[config.mk]
export PLATFORM = sky130hd
export DESIGN_NAME = reg_write_bridge_flat
export DESIGN_NICKNAME = d
export VERILOG_FILES = /design/src/rtl/reg_write_bridge_if.sv /design/src/rtl/reg_write_bridge.sv /design/src/flat_wrapper.sv
export SDC_FILE = /design/constraint.sdc
export NUM_CORES = 1
export LEC_CHECK = 0
export ABC_AREA = 1
export CORE_MARGIN = 4
export CORE_UTILIZATION = 51
export CTS_BUF_LIST = sky130_fd_sc_hd__clkbuf_16
export DETAILED_ROUTE_END_ITERATION = 8
export PLACE_DENSITY = 0.88
export SETUP_SLACK_MARGIN = 0.1
export SLEW_MARGIN = 15
export SYNTH_ARGS = -nofsm -noshare
export SYNTH_HDL_FRONTEND = slang
export SYNTH_SLANG_ARGS = --single-unit
[constraint.sdc]
create_clock -name clk -period 2 [get_ports clk]
set_input_delay 0.4 -clock clk [delete_from_list [all_inputs] [get_ports clk]]
set_output_delay 0.4 -clock clk [all_outputs]
set_load 0.05 [all_outputs]
[src/rtl/reg_write_bridge_if.sv]
// Host-link / register-write bundle for reg_write_bridge.
// slave is the bridge's view; master is the host/consumer side.
interface reg_write_bridge_if;
    logic        frame_start;
    logic [7:0]  in_data;
    logic        in_valid;
    logic        in_ready;
    logic [7:0]  tx_data;
    logic        tx_valid;
    logic        tx_ready;
    logic [31:0] status_reg;
    logic [11:0] wr_reg;
    logic [3:0]  wr_reg_addr;
    logic        wr_reg_changed;
    logic        busy;

    modport slave (
        input  frame_start, in_data, in_valid, tx_ready, status_reg,
        output in_ready, tx_data, tx_valid, wr_reg, wr_reg_addr,
               wr_reg_changed, busy
    );

    modport master (
        output frame_start, in_data, in_valid, tx_ready, status_reg,
        input  in_ready, tx_data, tx_valid, wr_reg, wr_reg_addr,
               wr_reg_changed, busy
    );
endinterface

[src/rtl/reg_write_bridge.sv]
// Decodes host command frames into toggle-strobed 12-bit register writes
// and streams a 32-bit status snapshot back to the host, MSB byte first.
module reg_write_bridge #(
    parameter int HOLD_CYCLES = 256,
    parameter int HOLD_W      = 9
) (
    input  logic             clk,
    input  logic             reset,
    reg_write_bridge_if.slave bus
);

    typedef enum logic [2:0] {IDLE, WR_HI, WR_LO, HOLD, RD_TX} state_t;

    localparam logic [3:0] CMD_WRITE = 4'h1;
    localparam logic [3:0] CMD_READ  = 4'h2;

    state_t            state_q, state_d;
    logic [3:0]        pend_addr_q, pend_addr_d;
    logic [3:0]        pend_hi_q, pend_hi_d;
    logic [11:0]       wr_reg_q, wr_reg_d;
    logic [3:0]        wr_addr_q, wr_addr_d;
    logic              changed_q, changed_d;
    logic [HOLD_W-1:0] hold_cnt_q, hold_cnt_d;
    logic [31:0]       shift_q, shift_d;
    logic [1:0]        tx_cnt_q, tx_cnt_d;

    logic in_ready;
    logic accept;
    logic tx_fire;

    // A frame boundary blocks byte acceptance so a coincident byte is dropped.
    assign in_ready = (state_q == IDLE || state_q == WR_HI || state_q == WR_LO)
                      && !bus.frame_start;
    assign accept   = bus.in_valid && in_ready;
    assign tx_fire  = (state_q == RD_TX) && bus.tx_ready;

    // Next-state and datapath decode; the whole write commits on one edge.
    always_comb begin
        state_d     = state_q;
        pend_addr_d = pend_addr_q;
        pend_hi_d   = pend_hi_q;
        wr_reg_d    = wr_reg_q;
        wr_addr_d   = wr_addr_q;
        changed_d   = changed_q;
        hold_cnt_d  = hold_cnt_q;
        shift_d     = shift_q;
        tx_cnt_d    = tx_cnt_q;

        case (state_q)
            IDLE: begin
                if (accept) begin
                    case (bus.in_data[7:4])
                        CMD_WRITE: begin
                            pend_addr_d = bus.in_data[3:0];
                            state_d     = WR_HI;
                        end
                        CMD_READ: begin
                            shift_d  = bus.status_reg;
                            tx_cnt_d = 2'd0;
                            state_d  = RD_TX;
                        end
                        default: ;
                    endcase
                end
            end
            WR_HI: begin
                if (accept) begin
                    pend_hi_d = bus.in_data[3:0];
                    state_d   = WR_LO;
                end
            end
            WR_LO: begin
                if (accept) begin
                    wr_reg_d   = {pend_hi_q, bus.in_data};
                    wr_addr_d  = pend_addr_q;
                    changed_d  = ~changed_q;
                    hold_cnt_d = HOLD_W'(HOLD_CYCLES - 1);
                    state_d    = HOLD;
                end
            end
            HOLD: begin
                if (hold_cnt_q == '0) begin
                    state_d = IDLE;
                end else begin
                    hold_cnt_d = hold_cnt_q - HOLD_W'(1);
                end
            end
            RD_TX: begin
                if (tx_fire) begin
                    shift_d  = {shift_q[23:0], 8'h00};
                    tx_cnt_d = tx_cnt_q + 2'd1;
                    if (tx_cnt_q == 2'd3) begin
                        state_d = IDLE;
                    end
                end
            end
            default: state_d = IDLE;
        endcase

        // Frame boundary aborts anything except a committed write's hold.
        if (bus.frame_start && state_q != HOLD) begin
            state_d  = IDLE;
            shift_d  = '0;
            tx_cnt_d = 2'd0;
        end
    end

    // State and datapath registers.
    always_ff @(posedge clk) begin
        if (reset) begin
            state_q     <= IDLE;
            pend_addr_q <= '0;
            pend_hi_q   <= '0;
            wr_reg_q    <= '0;
            wr_addr_q   <= '0;
            changed_q   <= 1'b0;
            hold_cnt_q  <= '0;
            shift_q     <= '0;
            tx_cnt_q    <= 2'd0;
        end else begin
            state_q     <= state_d;
            pend_addr_q <= pend_addr_d;
            pend_hi_q   <= pend_hi_d;
            wr_reg_q    <= wr_reg_d;
            wr_addr_q   <= wr_addr_d;
            changed_q   <= changed_d;
            hold_cnt_q  <= hold_cnt_d;
            shift_q     <= shift_d;
            tx_cnt_q    <= tx_cnt_d;
        end
    end

    assign bus.in_ready       = in_ready;
    assign bus.tx_valid       = (state_q == RD_TX);
    assign bus.tx_data        = shift_q[31:24];
    assign bus.wr_reg         = wr_reg_q;
    assign bus.wr_reg_addr    = wr_addr_q;
    assign bus.wr_reg_changed = changed_q;
    assign bus.busy           = (state_q != IDLE);

endmodule
[src/flat_wrapper.sv]
// flat-port wrapper written by rule: the top's interface ports become plain ports
module reg_write_bridge_flat 
#(
    parameter int HOLD_CYCLES = 256,
    parameter int HOLD_W      = 9
)
  (clk, reset, bus_frame_start, bus_in_data, bus_in_valid, bus_tx_ready, bus_status_reg, bus_in_ready, bus_tx_data, bus_tx_valid, bus_wr_reg, bus_wr_reg_addr, bus_wr_reg_changed, bus_busy);
  reg_write_bridge_if bus_i ();
  input  logic clk;
  input  logic reset;
  input wire logic [$bits(bus_i.frame_start)-1:0] bus_frame_start;
  input wire logic [$bits(bus_i.in_data)-1:0] bus_in_data;
  input wire logic [$bits(bus_i.in_valid)-1:0] bus_in_valid;
  input wire logic [$bits(bus_i.tx_ready)-1:0] bus_tx_ready;
  input wire logic [$bits(bus_i.status_reg)-1:0] bus_status_reg;
  output wire logic [$bits(bus_i.in_ready)-1:0] bus_in_ready;
  output wire logic [$bits(bus_i.tx_data)-1:0] bus_tx_data;
  output wire logic [$bits(bus_i.tx_valid)-1:0] bus_tx_valid;
  output wire logic [$bits(bus_i.wr_reg)-1:0] bus_wr_reg;
  output wire logic [$bits(bus_i.wr_reg_addr)-1:0] bus_wr_reg_addr;
  output wire logic [$bits(bus_i.wr_reg_changed)-1:0] bus_wr_reg_changed;
  output wire logic [$bits(bus_i.busy)-1:0] bus_busy;
  assign bus_i.frame_start = bus_frame_start;
  assign bus_i.in_data = bus_in_data;
  assign bus_i.in_valid = bus_in_valid;
  assign bus_i.tx_ready = bus_tx_ready;
  assign bus_i.status_reg = bus_status_reg;
  assign bus_in_ready = bus_i.in_ready;
  assign bus_tx_data = bus_i.tx_data;
  assign bus_tx_valid = bus_i.tx_valid;
  assign bus_wr_reg = bus_i.wr_reg;
  assign bus_wr_reg_addr = bus_i.wr_reg_addr;
  assign bus_wr_reg_changed = bus_i.wr_reg_changed;
  assign bus_busy = bus_i.busy;
  reg_write_bridge #(.HOLD_CYCLES(HOLD_CYCLES), .HOLD_W(HOLD_W)) u_core (.clk(clk), .reset(reset), .bus(bus_i));
endmodule
# [Yosys cells after proc, flatten, opt, wreduce, memory -nomap -nowiden]
# Index checks and enable logic that the tools add are counted.
[word_totals] register_bits=71 in_bits=45 output_inout_bits=28 wordCells=67
[classes] add_sub_neg=2 eq_ne=17 muxes=19 n_bitwise=1 n_reduce_logical=19
[op_table] op="two-way mux 32 bit" count=3
[op_table] op="case mux 32 bit (2 select lines)" count=1
[op_table] op="two-way mux 3 bit" count=6
[op_table] op="two-way mux 9 bit" count=2
[op_table] op="case mux 9 bit (2 select lines)" count=1
[op_table] op="case mux 3 bit (5 select lines)" count=1
[op_table] op="inequality test 2 x 1 -> 1 bit, second input constant" count=6
[op_table] op="logical NOT 9 bit" count=1
[op_table] op="subtractor 9 x 1 -> 9 bit, second input constant" count=1
[op_table] op="AND reduction 7 bit" count=1
[op_table] op="equality test 3 x 2 -> 1 bit, second input constant" count=2
[op_table] op="two-way mux 2 bit" count=3
[op_table] op="case mux 3 bit (2 select lines)" count=1
[op_table] op="AND reduction 3 bit" count=2
[op_table] op="equality test 4 x 1 -> 1 bit, second input constant" count=1
[op_table] op="equality test 4 x 2 -> 1 bit, second input constant" count=1
[op_table] op="logical AND 1 bit" count=4
[op_table] op="inequality test 2 bit, second input constant" count=2
[op_table] op="case mux 2 bit (2 select lines)" count=1
[op_table] op="AND reduction 2 bit" count=2
[op_table] op="AND reduction 4 bit" count=1
[op_table] op="nonzero test 2 bit" count=2
[op_table] op="equality test 3 x 1 -> 1 bit, second input constant" count=1
[op_table] op="equality test 3 bit, second input constant" count=1
[op_table] op="10 further kinds" count=11

# [Depth between registers and ports, before layout]
[logic_depth] word_depth=7 ltp_mapped=11 mapped_depth_nobuf=11

# [Least setup slack after synthesis]
# No wires, ideal clock.
[synth_timing] path_type="reg2reg" startpoint="register u_core.state_q[1]" endpoint="register u_core.state_q[2]" setup_ps=113 arrival_time_ps=1921 t_required_ps=1887 path_slack_ps=-34 stages_incl_launch_ff=11 path_buffers=0 period_less_slack_ps=2034 cell_sequence="dfxtp_1 -> nand2_2 -> nand2_2 -> nor2_1 -> nand2_1 -> nand2_1 -> nand2_1 -> nor2_1 -> nand2_1 -> nand2_1 -> nor2_1"
[synth_between] elab_chain_len=7 word_cells_on_any_way=22 classes_between="eq/ne: 12; mux: 1; reduce/logical: 9"
[synth_lines] element="start, declared" line_no="reg_write_bridge.sv:17" rtl="state_t state_q, state_d;"
[synth_lines] element="start signal, assigned" line_no="reg_write_bridge.sv:121" rtl="state_q <= state_d;"
[synth_lines] element="equality test 3 x 1 -> 1 bit / logical NOT 3 bit (equally long branches)" line_no="reg_write_bridge.sv:32" rtl="assign in_ready = (state_q == IDLE || state_q == WR_HI || state_q == WR_LO)"
[synth_lines] element="logical OR 1 bit" line_no="reg_write_bridge.sv:32"
[synth_lines] element="logical OR 1 bit *" line_no="reg_write_bridge.sv:32"
[synth_lines] element="logical AND 1 bit *" line_no="reg_write_bridge.sv:33" rtl="&& !bus.frame_start;"
[synth_lines] element="named net bus_in_ready" line_no="flat_wrapper.sv:16" rtl="output wire logic [$bits(bus_i.in_ready)-1:0] bus_in_ready;"
[synth_lines] element="logical AND 1 bit *" line_no="reg_write_bridge.sv:34" rtl="assign accept = bus.in_valid && in_ready;"
[synth_lines] element="inequality test 2 x 1 -> 1 bit (no source line)"
[synth_lines] element="AND reduction 7 bit (no source line) *"
# Mark *: on every way through the listed nets, which the timed path passes. The rest lies on a longest branch.
# A chain may end at the register's enable or synchronous reset.

# [Final worst setup path]
[layout_timing] startpoint="register u_core.wr_addr_q[2] (netlist: u_core.bus.wr_reg_addr[2])" endpoint="output bus_wr_reg_addr[2]"
[layout_lines] element="start, declared" line_no="reg_write_bridge.sv:21" rtl="logic [3:0] wr_addr_q, wr_addr_d;"
[layout_lines] element="start signal, assigned" line_no="reg_write_bridge.sv:125" rtl="wr_addr_q <= wr_addr_d;"
[layout_lines] element="end, declared" line_no="flat_wrapper.sv:20" rtl="output wire logic [$bits(bus_i.wr_reg_addr)-1:0] bus_wr_reg_addr;"
# No word-level cell between the ends.

==> results.toml <==
[sta]
finalSetupViolations = 0
period_minus_slack_ns = 1.88
worstMarginPinSlew_ns = 0.535
final.period_utilization_pct = 93.8
tns_ns = 0
fmax_mhz = 533
rsz0062_at_grt = "false"
timing.slew.headroom_pct = 64.3
fin_worst_skew_ns = 0.00632
slew_violations = 0
hold_viol_final = 0

[final_layout]
n_fill_cell = 485
fin_nets = 621
layout.area.seq_um2 = 1420
n_antenna_cell = 0
final_layout_size_suffix_gt1_share_pct = 9.33
utilization_pct = 71.1
multi_input_area_um2 = 1740
largest_register_ffs = 32
final_cell_area_um2 = 4590
area_growth_pct = 32.6

[yosys]
synth-edff-count = 0
ys_seq_area_share_pct = 41.0
yosys.area_share.simple_pct = 36.9
ys_ff_latch = 71
yosysTopAreaCell = "dfxtp_1"
synth_cells = 512
synth_ff_type = "dfxtp_1"
synth_warnings = 0
synth_compound_area_share_pct = 12.0
syn-cell-area_um2 = 3460
ys_top_cells_by_area = "dfxtp_1 (41%), nand2_1 (15%), a21oi_1 (8.5%)"
async_flop_share_pct = 0
ys_top_cells_by_count = "nand2_1 (143), nor2_1 (76), dfxtp_1 (71), a21oi_1 (59), nand3_1 (40)"
synthMuxAreaShare_pct = 0
synth_top_area_share_pct = 41.0
syn_nets = 559
synth_top_family_by_area = "simple AND/OR/NAND/NOR gates"
syn_avg_cell_area_um2 = 6.76
synth_xor_area_share_pct = 0.253
synthAdderAreaFrac_pct = 0.723
yosysMostFrequentCell = "nand2_1"
synth_cell_types = 29

[routing]
vias = 3650
wl_mm = 9.44
dr.pass1.iters = 5
route.detailed.drc = 0
drt_iter0_markers = 355
drtAntennaViolNets = 0
viasPerCell = 5.56
wl_per_cell_um = 14.4

[worst_setup_path]
rrSetupSlack_ns = 0.35
worstSetupPathType = "flip-flop to primary output"
slowest_stage = "clkdlybuf4s50_1"
reg2reg_to = "u_core.hold_cnt_q[0]"
startpoint = "u_core.bus.wr_reg_addr[2]"
slowest_delay_ns = 0.81
worstPathMaxFanout = 2
worstRegToRegCells = 9
timing.rr.start = "u_core.hold_cnt_q[0]"
crit_chain = "clkdlybuf4s50_1"
end_kind = "primary output"
cp_top_family = "buffers and inverters"
crit_buf_inv = 1
critical_path_required_ns = 1.60
critPathArrivalTime_ns = 1.48
critPathLaunchType = "flip-flop"

[die]
ios = 73
fp.dieArea_um2 = 8170
initial_core_util_pct = 53.6
die_x_um = 90.4
rows = 29
die_h_um = 90.4
coreArea_um2 = 6460

[global_routing]
antenna_found_initial = 0
grt_max_degree = 69
grt_pass1_wl_mm = 15.8
grtUsageTotal_pct = 23.3
overflow = 0
grt_pass1_vias = 3408

[power_and_ir_drop]
ir_drop_uv = 631
p_sw_share_pct = 24.3
p_switching_uw = 815
power_density_nw_per_um2 = 731
p_int_uw = 2540
clock_power_share_pct = 47.5
combPwrFrac_pct = 9.9
power.leakage_uw = 0.00196
seq_power_share_pct = 42.5

[flow_run]
drv_cap = 0

[clocking]
cts_tree = "done"
clock_latency_ns = 0.33
path_clk_slew_ns = 0.06
ctsLongestPathBuffers = 2
htree_levels = 3
numCtsBuffers = 9
hold_buffers = 0
clock-sinks = 71
root_buffer = "clkbuf_16"

[place]
gp_congestion = 0.827
placed_area_um2 = 4270
dp_hpwl_mm = 6.15
io_buffers = 72

[outcome]
status = "finished, final reports clean"

[min_path]
hold_end = "u_core.bus.wr_reg[1]"
hold_class = "flip-flop to flip-flop"
worstHoldStart = "u_core.bus.wr_reg[1]"
min_path_cells = 2
[cell families after synthesis]
group,count (synthesis)
AO/OA/AOI/OAI,78
XOR/XNOR,1
adder cells (fa/ha/maj),2
buffers and inverters,63
flip-flops,71
AND/OR/NAND/NOR,297
[routing by layer]
layer / up-vias / GRT usage (%) / wire length, um
met5: - / 0 / 0
met3: 27 / 4.25 / 570
met2: 156 / 40.1 / 4700
li1: 1794 / - / -
met1: 1673 / 29.1 / 3980
met4: 0 / 8.16 / 185
[metrics by stage]
step           setup WS [ns]  cells  total power, uW  hold WS, ns
2_1_floorplan          0.235    512             1630        0.452
3_3_place_gp          0.0929    640             1780        0.451
3_5_place_dp          0.0476    640             1790        0.456
4_1_cts                0.101    656             3350        0.464
5_1_grt                0.101    656             3460        0.486
6_report               0.125    656             3360        0.464
[power by group through the flow]
stage	combinational (uW)	clock [uW]	sequential, uW
finish	333	1600	1430
global route	363	1660	1430
CTS	331	1590	1430
detailed placement	326	0	1460
global placement	321	0	1460
floorplan	170	0	1460
[worst min-delay path, delay by kind of cell, from the launching register on]
family | cells | cell delay (ns)
and+or+nand+nor | 1 | 0.06
AOI/OAI and AO/OA | 1 | 0.05
DFF | 1 | 0.31
[how the worst max path moves through the flow]
stage,to,slack (ns),depth (start not counted)
global placement,u_core.shift_q[8],0.09,6
detailed placement,u_core.state_q[1],0.05,10
global route,bus_wr_reg_addr[0],0.10,1
CTS,bus_wr_reg_addr[1],0.10,1
floorplan,u_core.state_q[2],0.23,10
finish,bus_wr_reg_addr[2],0.12,1
[cell usage in the layout (no fill, tap or decap), drive strengths merged, types with 10 or more instances in the layout]
master	Yosys	final
a21oi	60	60
buf	29	21
clkdlybuf4s50	0	56
dfxtp	71	71
dlymetal6s2s	0	10
inv	24	25
nand2	147	147
nand3	40	40
nand4	25	25
nor2	78	78
o21ai	15	15
[final cells by class]
cell class / instances / share of cell area, %
Multi-Input combinational cell: 378 / 37.9
Inverter: 24 / 2.02
Clock inverter: 7 / 1.58
Timing Repair Buffer: 90 / 20.6
Tap cell: 77 / 2.10
Sequential cell: 71 / 30.9
Clock buffer: 9 / 4.90
[timing repair]
item,in CTS,in global routing
endpoints found under the setup margin,3,11
setup buffers,0,0
gates resized for setup,3,11
cloned,0,0
(Power assumes the default switching activity.)
